### src/rtl/nibble_packer_if.sv
// rtl/nibble_packer_if.sv - nibble input stream and packed-word output stream
interface nibble_packer_if #(
  parameter int NIBBLES = 4
);
  logic                   s_valid_i;
  logic                   s_ready_o;
  logic [3:0]             s_data_i;
  logic                   s_last_i;
  logic                   m_valid_o;
  logic                   m_ready_i;
  logic [4*NIBBLES-1:0]   m_data_o;
  logic [NIBBLES-1:0]     m_keep_o;
  logic                   m_last_o;

  modport slave (
    input  s_valid_i, s_data_i, s_last_i, m_ready_i,
    output s_ready_o, m_valid_o, m_data_o, m_keep_o, m_last_o
  );

  modport master (
    output s_valid_i, s_data_i, s_last_i, m_ready_i,
    input  s_ready_o, m_valid_o, m_data_o, m_keep_o, m_last_o
  );
endinterface

### src/rtl/nibble_packer.sv
// rtl/nibble_packer.sv - packs NIBBLES 4-bit beats into one word, last flushes early
module nibble_packer #(
  parameter int NIBBLES = 4
) (
  input  logic             clk,
  input  logic             rstn,
  nibble_packer_if.slave   bus
);
  localparam int W  = 4 * NIBBLES;
  localparam int CW = $clog2(NIBBLES);

  logic [W-1:0]       acc, nxt_data, out_data;
  logic [NIBBLES-1:0] acc_keep, nxt_keep, out_keep;
  logic               acc_last, acc_full, out_last, out_valid;
  logic [CW-1:0]      cnt;
  logic               accept, closing, out_free;

  assign bus.s_ready_o = ~acc_full;
  assign bus.m_valid_o = out_valid;
  assign bus.m_data_o  = out_data;
  assign bus.m_keep_o  = out_keep;
  assign bus.m_last_o  = out_last;

  assign out_free = ~out_valid | bus.m_ready_i;
  assign accept   = bus.s_valid_i & ~acc_full;
  assign closing  = accept & ((cnt == CW'(NIBBLES - 1)) | bus.s_last_i);

  // Word as it looks with the current beat merged into slot cnt
  always_comb begin
    nxt_data = acc;
    nxt_keep = acc_keep;
    nxt_data[4*cnt +: 4] = bus.s_data_i;
    nxt_keep[cnt]        = 1'b1;
  end

  always_ff @(posedge clk or negedge rstn) begin
    if (!rstn) begin
      acc       <= '0;
      acc_keep  <= '0;
      acc_last  <= 1'b0;
      acc_full  <= 1'b0;
      cnt       <= '0;
      out_data  <= '0;
      out_keep  <= '0;
      out_last  <= 1'b0;
      out_valid <= 1'b0;
    end else begin
      if (closing && out_free) begin
        out_data  <= nxt_data;
        out_keep  <= nxt_keep;
        out_last  <= bus.s_last_i;
        out_valid <= 1'b1;
        acc       <= '0;
        acc_keep  <= '0;
        acc_last  <= 1'b0;
      end else if (acc_full && out_free) begin
        out_data  <= acc;
        out_keep  <= acc_keep;
        out_last  <= acc_last;
        out_valid <= 1'b1;
        acc       <= '0;
        acc_keep  <= '0;
        acc_last  <= 1'b0;
        acc_full  <= 1'b0;
      end else if (bus.m_ready_i) begin
        out_valid <= 1'b0;
      end

      // accept implies acc_full == 0, so these updates never collide with the drain above
      if (accept) begin
        if (closing) begin
          cnt <= '0;
          if (!out_free) begin
            acc      <= nxt_data;
            acc_keep <= nxt_keep;
            acc_last <= bus.s_last_i;
            acc_full <= 1'b1;
          end
        end else begin
          cnt      <= cnt + 1'b1;
          acc      <= nxt_data;
          acc_keep <= nxt_keep;
        end
      end
    end
  end
endmodule

### src/flat_wrapper.sv
// flat-port wrapper written by rule: the top's interface ports become plain ports
module nibble_packer_flat 
#(
  parameter int NIBBLES = 4
)
  (clk, rstn, bus_s_valid_i, bus_s_data_i, bus_s_last_i, bus_m_ready_i, bus_s_ready_o, bus_m_valid_o, bus_m_data_o, bus_m_keep_o, bus_m_last_o);
  nibble_packer_if #(.NIBBLES(NIBBLES)) bus_i ();
  input  logic clk;
  input  logic rstn;
  input wire logic [$bits(bus_i.s_valid_i)-1:0] bus_s_valid_i;
  input wire logic [$bits(bus_i.s_data_i)-1:0] bus_s_data_i;
  input wire logic [$bits(bus_i.s_last_i)-1:0] bus_s_last_i;
  input wire logic [$bits(bus_i.m_ready_i)-1:0] bus_m_ready_i;
  output wire logic [$bits(bus_i.s_ready_o)-1:0] bus_s_ready_o;
  output wire logic [$bits(bus_i.m_valid_o)-1:0] bus_m_valid_o;
  output wire logic [$bits(bus_i.m_data_o)-1:0] bus_m_data_o;
  output wire logic [$bits(bus_i.m_keep_o)-1:0] bus_m_keep_o;
  output wire logic [$bits(bus_i.m_last_o)-1:0] bus_m_last_o;
  assign bus_i.s_valid_i = bus_s_valid_i;
  assign bus_i.s_data_i = bus_s_data_i;
  assign bus_i.s_last_i = bus_s_last_i;
  assign bus_i.m_ready_i = bus_m_ready_i;
  assign bus_s_ready_o = bus_i.s_ready_o;
  assign bus_m_valid_o = bus_i.m_valid_o;
  assign bus_m_data_o = bus_i.m_data_o;
  assign bus_m_keep_o = bus_i.m_keep_o;
  assign bus_m_last_o = bus_i.m_last_o;
  nibble_packer #(.NIBBLES(NIBBLES)) u_core (.clk(clk), .rstn(rstn), .bus(bus_i));
endmodule
### config.mk
export PLATFORM = sky130hd
export DESIGN_NAME = nibble_packer_flat
export DESIGN_NICKNAME = d
export VERILOG_FILES = /design/src/rtl/nibble_packer_if.sv /design/src/rtl/nibble_packer.sv /design/src/flat_wrapper.sv
export SDC_FILE = /design/constraint.sdc
export NUM_CORES = 1
export LEC_CHECK = 0
export CORE_MARGIN = 1
export CORE_UTILIZATION = 53
export DETAILED_ROUTE_END_ITERATION = 10
export PLACE_DENSITY_LB_ADDON = 0.08
export SLEW_MARGIN = 5
export SYNTH_ARGS = -nofsm -noshare
export SYNTH_HDL_FRONTEND = slang
export SYNTH_SLANG_ARGS = --single-unit
### constraint.sdc
create_clock -name clk -period 4.3 [get_ports clk]
set_input_delay 0.645 -clock clk [delete_from_list [all_inputs] [get_ports clk]]
set_output_delay 0.645 -clock clk [all_outputs]
set_load 0.005 [all_outputs]
==> summary.md, run 1 <==
| Metric | Value |
|---|---|
| Status | finished clean |
| Reg power frac | between 40% and 50% |
| CP max FO | 19 |
| Clk slew on worst S/H paths | roughly 0.08 ns |
| Die X | 65.7 µm |
| Routed WL per cell | roughly 18 µm |
| Antenna diodes | 0 |
| Setup_tns | 0 ns |
| Setup violations, final | 0 |
| First-pass GRT wire length | between 7 and 8 mm |
| Min Hold Slack | 0.494 ns |
| Pwr Total | around 1.1 mW |
| Syn_nets | 201 |
| Core Rows | 22 |
| Post-synth top area share | 53.5% |
| Post-synthesis sequential area ratio | between 50% and 60% |
| Core Footprint | ~3800 µm² |
| Cells after DPL | approximately 260 |
| Initial DRT Pass Iterations | 4 |
| Fillers | 264 |
| Die area | 4320 µm² |
| Simple-Gate Fraction of Synth Area | 15.1% |
| Psw | 0.317 mW |
| Synth area leader | dfrtp_1 |
| Vias/cell | about 6.3 |
| Commonest cells after routing, fill and taps aside | dfrtp_1 (46), clkdlybuf4s50_1 (30), and3_1 (17) |
| Xor and xnor area share after synthesis | 0% |
| Average size of a mapped cell | 11.7 µm² |
| Slew Viols, Final | 0 |
| Clock Tree Root | clkbuf_8 |
| Final instance count without filler cells | 265 |
| Final #Nets | 233 |
| Clk Latency, worst-skew pair | 0.29 ns |
| Crit path arrival time | around 2.9 ns |
| CTS Buf Count | 5 |
| Syn Inst Count | 184 |
| Gate power share | around a quarter |
| Routability Congestion | roughly 0.84 |
| Post-route setup slack | ~1.7 ns |
| Hold buffers post-CTS | 0 |
| PortBufs | 31 |
| Setup Fix Bufs, Post-CTS | 0 |
| Clock power frac | 24.7% |
| CP Class | input port to register |
| Final ANT Viol Nets | 0 |
| Htree depth | 2 |
| Relative slew slack | 22.3% |
| DRC viols | 0 |
| Startpoint Class | input port |
| P_leak | 1.19 nW |
| Seq cells post-synth | 46 |
| Antenna violations before repair | 0 |
| WL final | 4.77 mm |
| Util after Layout | 68.2% |
| Initial DRC Count | 126 |
| Unrepaired setup endpoints after global routing | false |
| Maxcap violations | 0 |
| DR vias | 1,659 |
| Ys Warns | 0 |
| CTS tree | yes |
| Fin crit share | 61.2% |
| Clock sink count | 46 |
| Clk buf depth | 2 |
| Place WS | 1.42 ns |
| Final Cell Area | 2570 µm² |
| Post-CTS sizing | 0 |
| Hold Vio Cnt, Final | 0 |
| Final min period | roughly 2.6 ns |
| Grt total ovfl | 0 |
| Mux cell area share after synthesis | 0% |
| Post-synthesis compound-gate area fraction | 23.9% |
| Placed inst area | between 2000 and 2500 µm² |
| Maximum VDD drop | 0.000253 V |
| Vias in the first global route | 1,630 |
| Area grow syn2layout | 19.6% |
| Adder-Cell Fraction of Synth Area | 4.65% |
| Fraction of layout cells with a size suffix above 1 | 7.37% |
| Crit path required time | ~4.5 ns |
| Top cells by area, synth | dfrtp_1 (54%), a32o_1 (6.5%), and3_1 (4.9%) |
| Yosys cell types | 34 |
| Worst Tran Pin Value | ~1.2 ns |
| Largest family of logic cells by synthesized area | compound AO/OA/AOI/OAI gates |
| HPWL Detailed | 3.36 mm |
| Clock skew | 0.00299 ns |
| P_int | about 0.76 mW |
| Starting Density | roughly 57% |
| IO Count | 32 |
| Commonest non-fill, non-tap cell in the layout | dfrtp_1 |
| Die Y | 65.7 µm |
| Max Fclk | 380 MHz |
| Net Sw Frac | between 20% and 30% |
| Pin count of the biggest net entering global routing | 47 |
| Cell Area, Synth | 2150 µm² |
| Pwr dens | 418 nW/µm² |
| All-Layer GR Usage | 24.7% |
| CP Capture Type | register |
| Worst Hold Class | register to register |
[worst max-delay path, cell delays in order]
cell and delay, ns:
clkdlybuf4s50_1 0.42, nor2b_1 0.69, nor2_1 0.15, nor2_2 0.67, a32o_1 0.29
[cells in the mapped netlist, drive strengths merged]
cell	instances
o21a	5
nor3	5
a22oi	1
o2bb2ai	1
and3	18
nand2	6
buf	5
a211oi	1
ha	8
inv	7
nand2b	6
a221o	10
or3	1
clkbuf	1
o22ai	2
o21ai	12
a32o	14
a21oi	7
and4bb	1
o22a	4
a211o	4
dfrtp	46
nand3	2
a22o	4
nor2b	2
nand3b	1
nor4	2
nor2	8
[metal layers]
layer / global-route usage (%) / share of wire [%] / wire (µm)
met4: 8.97 / 1.2 / 59
met5: 0 / 0 / 0
met1: 32.8 / 45 / 2160
met2: 40.7 / 49 / 2320
met3: 3.99 / 4.8 / 230
[path summary, 6_finish.rpt]
check / slack [ns] / startpoint / cells after the start / endpoint
max in group asynchronous: 3.18 / rstn / 1 / u_core.bus.m_data_o[4]$_DFFE_PN0P_
setup reg to reg: 1.95 / u_core.cnt[0]$_DFFE_PN0N_ / 4 / u_core.bus.m_data_o[14]$_DFFE_PN0P_
setup / recovery: 1.67 / bus_m_ready_i / 5 / u_core.acc[3]$_DFF_PN0_
min in group asynchronous: 0.51 / rstn / 1 / u_core.bus.m_last_o$_DFFE_PN0P_
hold / removal: 0.49 / u_core.bus.m_last_o$_DFFE_PN0P_ / 2 / u_core.bus.m_last_o$_DFFE_PN0P_
hold reg to reg: 0.49 / u_core.bus.m_last_o$_DFFE_PN0P_ / 2 / u_core.bus.m_last_o$_DFFE_PN0P_
[state kept, by name, summed over array words and instances (netlist names)]
name                  cells
u_core.acc               16
u_core.acc_full           1
u_core.acc_keep           4
u_core.acc_last           1
u_core.bus.m_data_o      16
u_core.bus.m_keep_o       4
u_core.bus.m_last_o       1
u_core.bus.m_valid_o      1
u_core.cnt                2
[kinds of logic after synthesis]
kind of cell | after synthesis
AO/OA/AOI/OAI | 65
flip-flops | 46
adder cells (fa/ha/maj) | 8
AND/OR/NAND/NOR | 52
buffers and inverters | 13
[power by group through the flow]
stage / sequential, mW / combinational, mW / clock [mW]
5_1_grt: 0.531 / 0.312 / 0.286
6_report: 0.525 / 0.285 / 0.266
3_3_place_gp: 0.529 / 0.274 / 0
4_1_cts: 0.525 / 0.285 / 0.273
2_1_floorplan: 0.528 / 0.157 / 0
3_5_place_dp: 0.533 / 0.282 / 0
[area by class of cell]
| cell class | instances | area, µm² | area share (%) |
|---|---|---|---|
| Clock buffer | 7 | 86.3 | 3.36 |
| Clock inverter | 1 | 5.00 | 0.195 |
| Inverter | 7 | 26.3 | 1.02 |
| Multi-Input combinational cell | 125 | 938 | 36.5 |
| Sequential cell | 46 | 1150 | 44.7 |
| Tap cell | 48 | 60.1 | 2.33 |
| Timing Repair Buffer | 31 | 305 | 11.9 |
No activity file was read; power rests on OpenSTA's default activity.
==> run 2: changes to the inputs <==
==> constraint.sdc (replaced) <==
create_clock -name clk -period 2.5 [get_ports clk]
set_input_delay 0.375 -clock clk [delete_from_list [all_inputs] [get_ports clk]]
set_output_delay 0.375 -clock clk [all_outputs]
set_load 0.005 [all_outputs]
==> summary.md, run 2 (synthesized netlist as in run 1, its figures left out) <==
| Metric | Value |
|---|---|
| Cells after DPL | 262 (+1.9%) |
| CTS Buf Count | 5 (unchanged) |
| Clock skew | 0.00980 ns (+0.00682 ns) |
| Core Footprint | 3770 µm² (unchanged) |
| Final min period | 2.16 ns |
| First-pass GRT wire length | 7.84 mm (-0.70%) |
| CTS tree | yes |
| Setup_tns | 0 ns (unchanged) |
| Post-CTS sizing | 0 (unchanged) |
| P_leak | 1.21 nW (+2.2%) |
| Clk Latency, worst-skew pair | 0.30 ns (about the same) |
| Die X | 65.7 µm (unchanged) |
| Hold buffers post-CTS | 0 (unchanged) |
| All-Layer GR Usage | 24.7% (-0.047 points) |
| Initial DRC Count | 144 (+14%) |
| DRC viols | 0 (unchanged) |
| Relative slew slack | 34.2% (+12 points) |
| Htree depth | 2 (unchanged) |
| Clock Tree Root | clkbuf_8 |
| Status | finished clean |
| Commonest cells after routing, fill and taps aside | dfrtp_1 (46), clkdlybuf4s50_1 (30), and3_1 (17) |
| Clk buf depth | 2 (unchanged) |
| Grt total ovfl | 0 (unchanged) |
| Die Y | 65.7 µm (unchanged) |
| Die area | 4320 µm² (unchanged) |
| Startpoint Class | register |
| Area grow syn2layout | 22.4% |
| Hold Vio Cnt, Final | 0 (unchanged) |
| Slew Viols, Final | 0 (unchanged) |
| Setup violations, final | 0 (unchanged) |
| Starting Density | 57.0% (unchanged) |
| CP Class | register to register |
| Crit path arrival time | 2.40 ns (-0.46 ns) |
| DR vias | 1,641 (-1.1%) |
| WL final | 4.75 mm (-0.38%) |
| Post-route setup slack | 0.337 ns (-1.33 ns) |
| Antenna diodes | 0 (unchanged) |
| Core Rows | 22 (unchanged) |
| Fraction of layout cells with a size suffix above 1 | 9.91% (+2.5 points) |
| CP Capture Type | register |
| Max Fclk | 462 MHz |
| Clk slew on worst S/H paths | 0.09 ns (about the same) |
| Vias in the first global route | 1,643 (+0.80%) |
| Crit path required time | 2.74 ns (-1.79 ns) |
| HPWL Detailed | 3.40 mm (+1.3%) |
| Worst Tran Pin Value | 0.987 ns (-0.171 ns) |
| Final ANT Viol Nets | 0 (unchanged) |
| CP max FO | 9 (-10) |
| Fin crit share | between 80% and 90% |
| IO Count | 32 (unchanged) |
| Final #Nets | 238 (+2.1%) |
| Commonest non-fill, non-tap cell in the layout | dfrtp_1 |
| Pin count of the biggest net entering global routing | 47 (unchanged) |
| Routed WL per cell | 17.6 µm (-2.2%) |
| Pwr dens | 740 nW/µm² (+77%) |
| Setup Fix Bufs, Post-CTS | 0 (unchanged) |
| Initial DRT Pass Iterations | 4 (unchanged) |
| Clock sink count | 46 (unchanged) |
| Final instance count without filler cells | 270 (+1.9%) |
| Antenna violations before repair | 0 (unchanged) |
| Worst Hold Class | input port to async pin |
| PortBufs | 31 (unchanged) |
| Maximum VDD drop | 0.000591 V (+130%) |
| Routability Congestion | 0.861 (+1.9%) |
| Maxcap violations | 0 (unchanged) |
| Unrepaired setup endpoints after global routing | false |
| Fillers | 271 (+2.7%) |
| Vias/cell | 6.08 (-2.9%) |
| Place WS | 0.228 ns (-1.19 ns) |
[run 2: cell count changes in the layout (fill, tap and decap cells not counted), sizes merged]
| cell | change |
|---|---|
| buf | +5 |
| clkbuf | -2 |
| clkinvlp | +2 |
| bufinv | +1 |
| clkinv | -1 |
[run 2: final timing paths]
check	start	to	slack, ns	cells past startpoint
worst max-delay path	u_core.cnt[0]$_DFFE_PN0N_	u_core.bus.m_data_o[9]$_DFFE_PN0P_	0.34	6
min in group clk	u_core.bus.m_last_o$_DFFE_PN0P_	u_core.bus.m_last_o$_DFFE_PN0P_	0.50	2
worst max register to register	u_core.cnt[0]$_DFFE_PN0N_	u_core.bus.m_data_o[9]$_DFFE_PN0P_	0.34	6
max in group asynchronous	rstn	u_core.acc[8]$_DFF_PN0_	1.66	1
worst min-delay path	rstn	u_core.acc_full$_DFF_PN0_	0.23	1
worst min register to register	u_core.bus.m_last_o$_DFFE_PN0P_	u_core.bus.m_last_o$_DFFE_PN0P_	0.50	2
[run 2: through the flow]
stage                     hold WS [ns]  power (mW)  util (%)  cell area, µm²
after floorplan                 0.0794        1.18         -            2150
after global placement           0.465        1.40      66.8            2520
after detailed placement         0.478        1.41      66.8            2520
after CTS                        0.260        1.96      69.8            2630
after global routing             0.329        2.05      69.8            2630
final                            0.232        1.95      69.8            2630
[run 2: cell type report]
cell class	instances	area, µm²	share of cell area (%)
Timing Repair Buffer	36	343	13.0
Sequential cell	46	1150	43.7
Inverter	7	26.3	0.998
Clock buffer	5	68.8	2.61
Tap cell	48	60.1	2.28
Clock inverter	3	45.0	1.71
Multi-Input combinational cell	125	938	35.6
[run 2: worst max-delay path: stages (launching register included)]
cell      delay (ns)
dfrtp_1         0.55
inv_1           0.19
ha_1            0.43
nand2b_1        0.09
nor4_2          0.47
and3_1          0.26
a221o_1         0.10
[run 2: where the power goes]
group / total, mW / internal [mW] / switching (mW)
clock network: 0.545 / 0.297 / 0.247
registers: 0.902 / 0.837 / 0.0646
logic: 0.501 / 0.255 / 0.246
total: 1.95 / 1.39 / 0.558
[run 2: layer usage]
metal  share of wire, %  wire [µm]  track usage [%]
met1                 47       2220             34.0
met2                 48       2270             38.8
met3                4.1        195             4.86
met4                1.2         58             8.42
met5                  0          0                0
==> run 3: changes to the inputs <==
--- a/config.mk
+++ b/config.mk
@@ -5,8 +5,8 @@
 export SDC_FILE = /design/constraint.sdc
 export NUM_CORES = 1
 export LEC_CHECK = 0
-export CORE_MARGIN = 1
 export CORE_UTILIZATION = 53
+export CTS_CLUSTER_DIAMETER = 80
 export DETAILED_ROUTE_END_ITERATION = 10
 export PLACE_DENSITY_LB_ADDON = 0.08
 export SLEW_MARGIN = 5
==> results of run 3 <==
No change in the layout: final DEF, timing and power equal those of run 2.
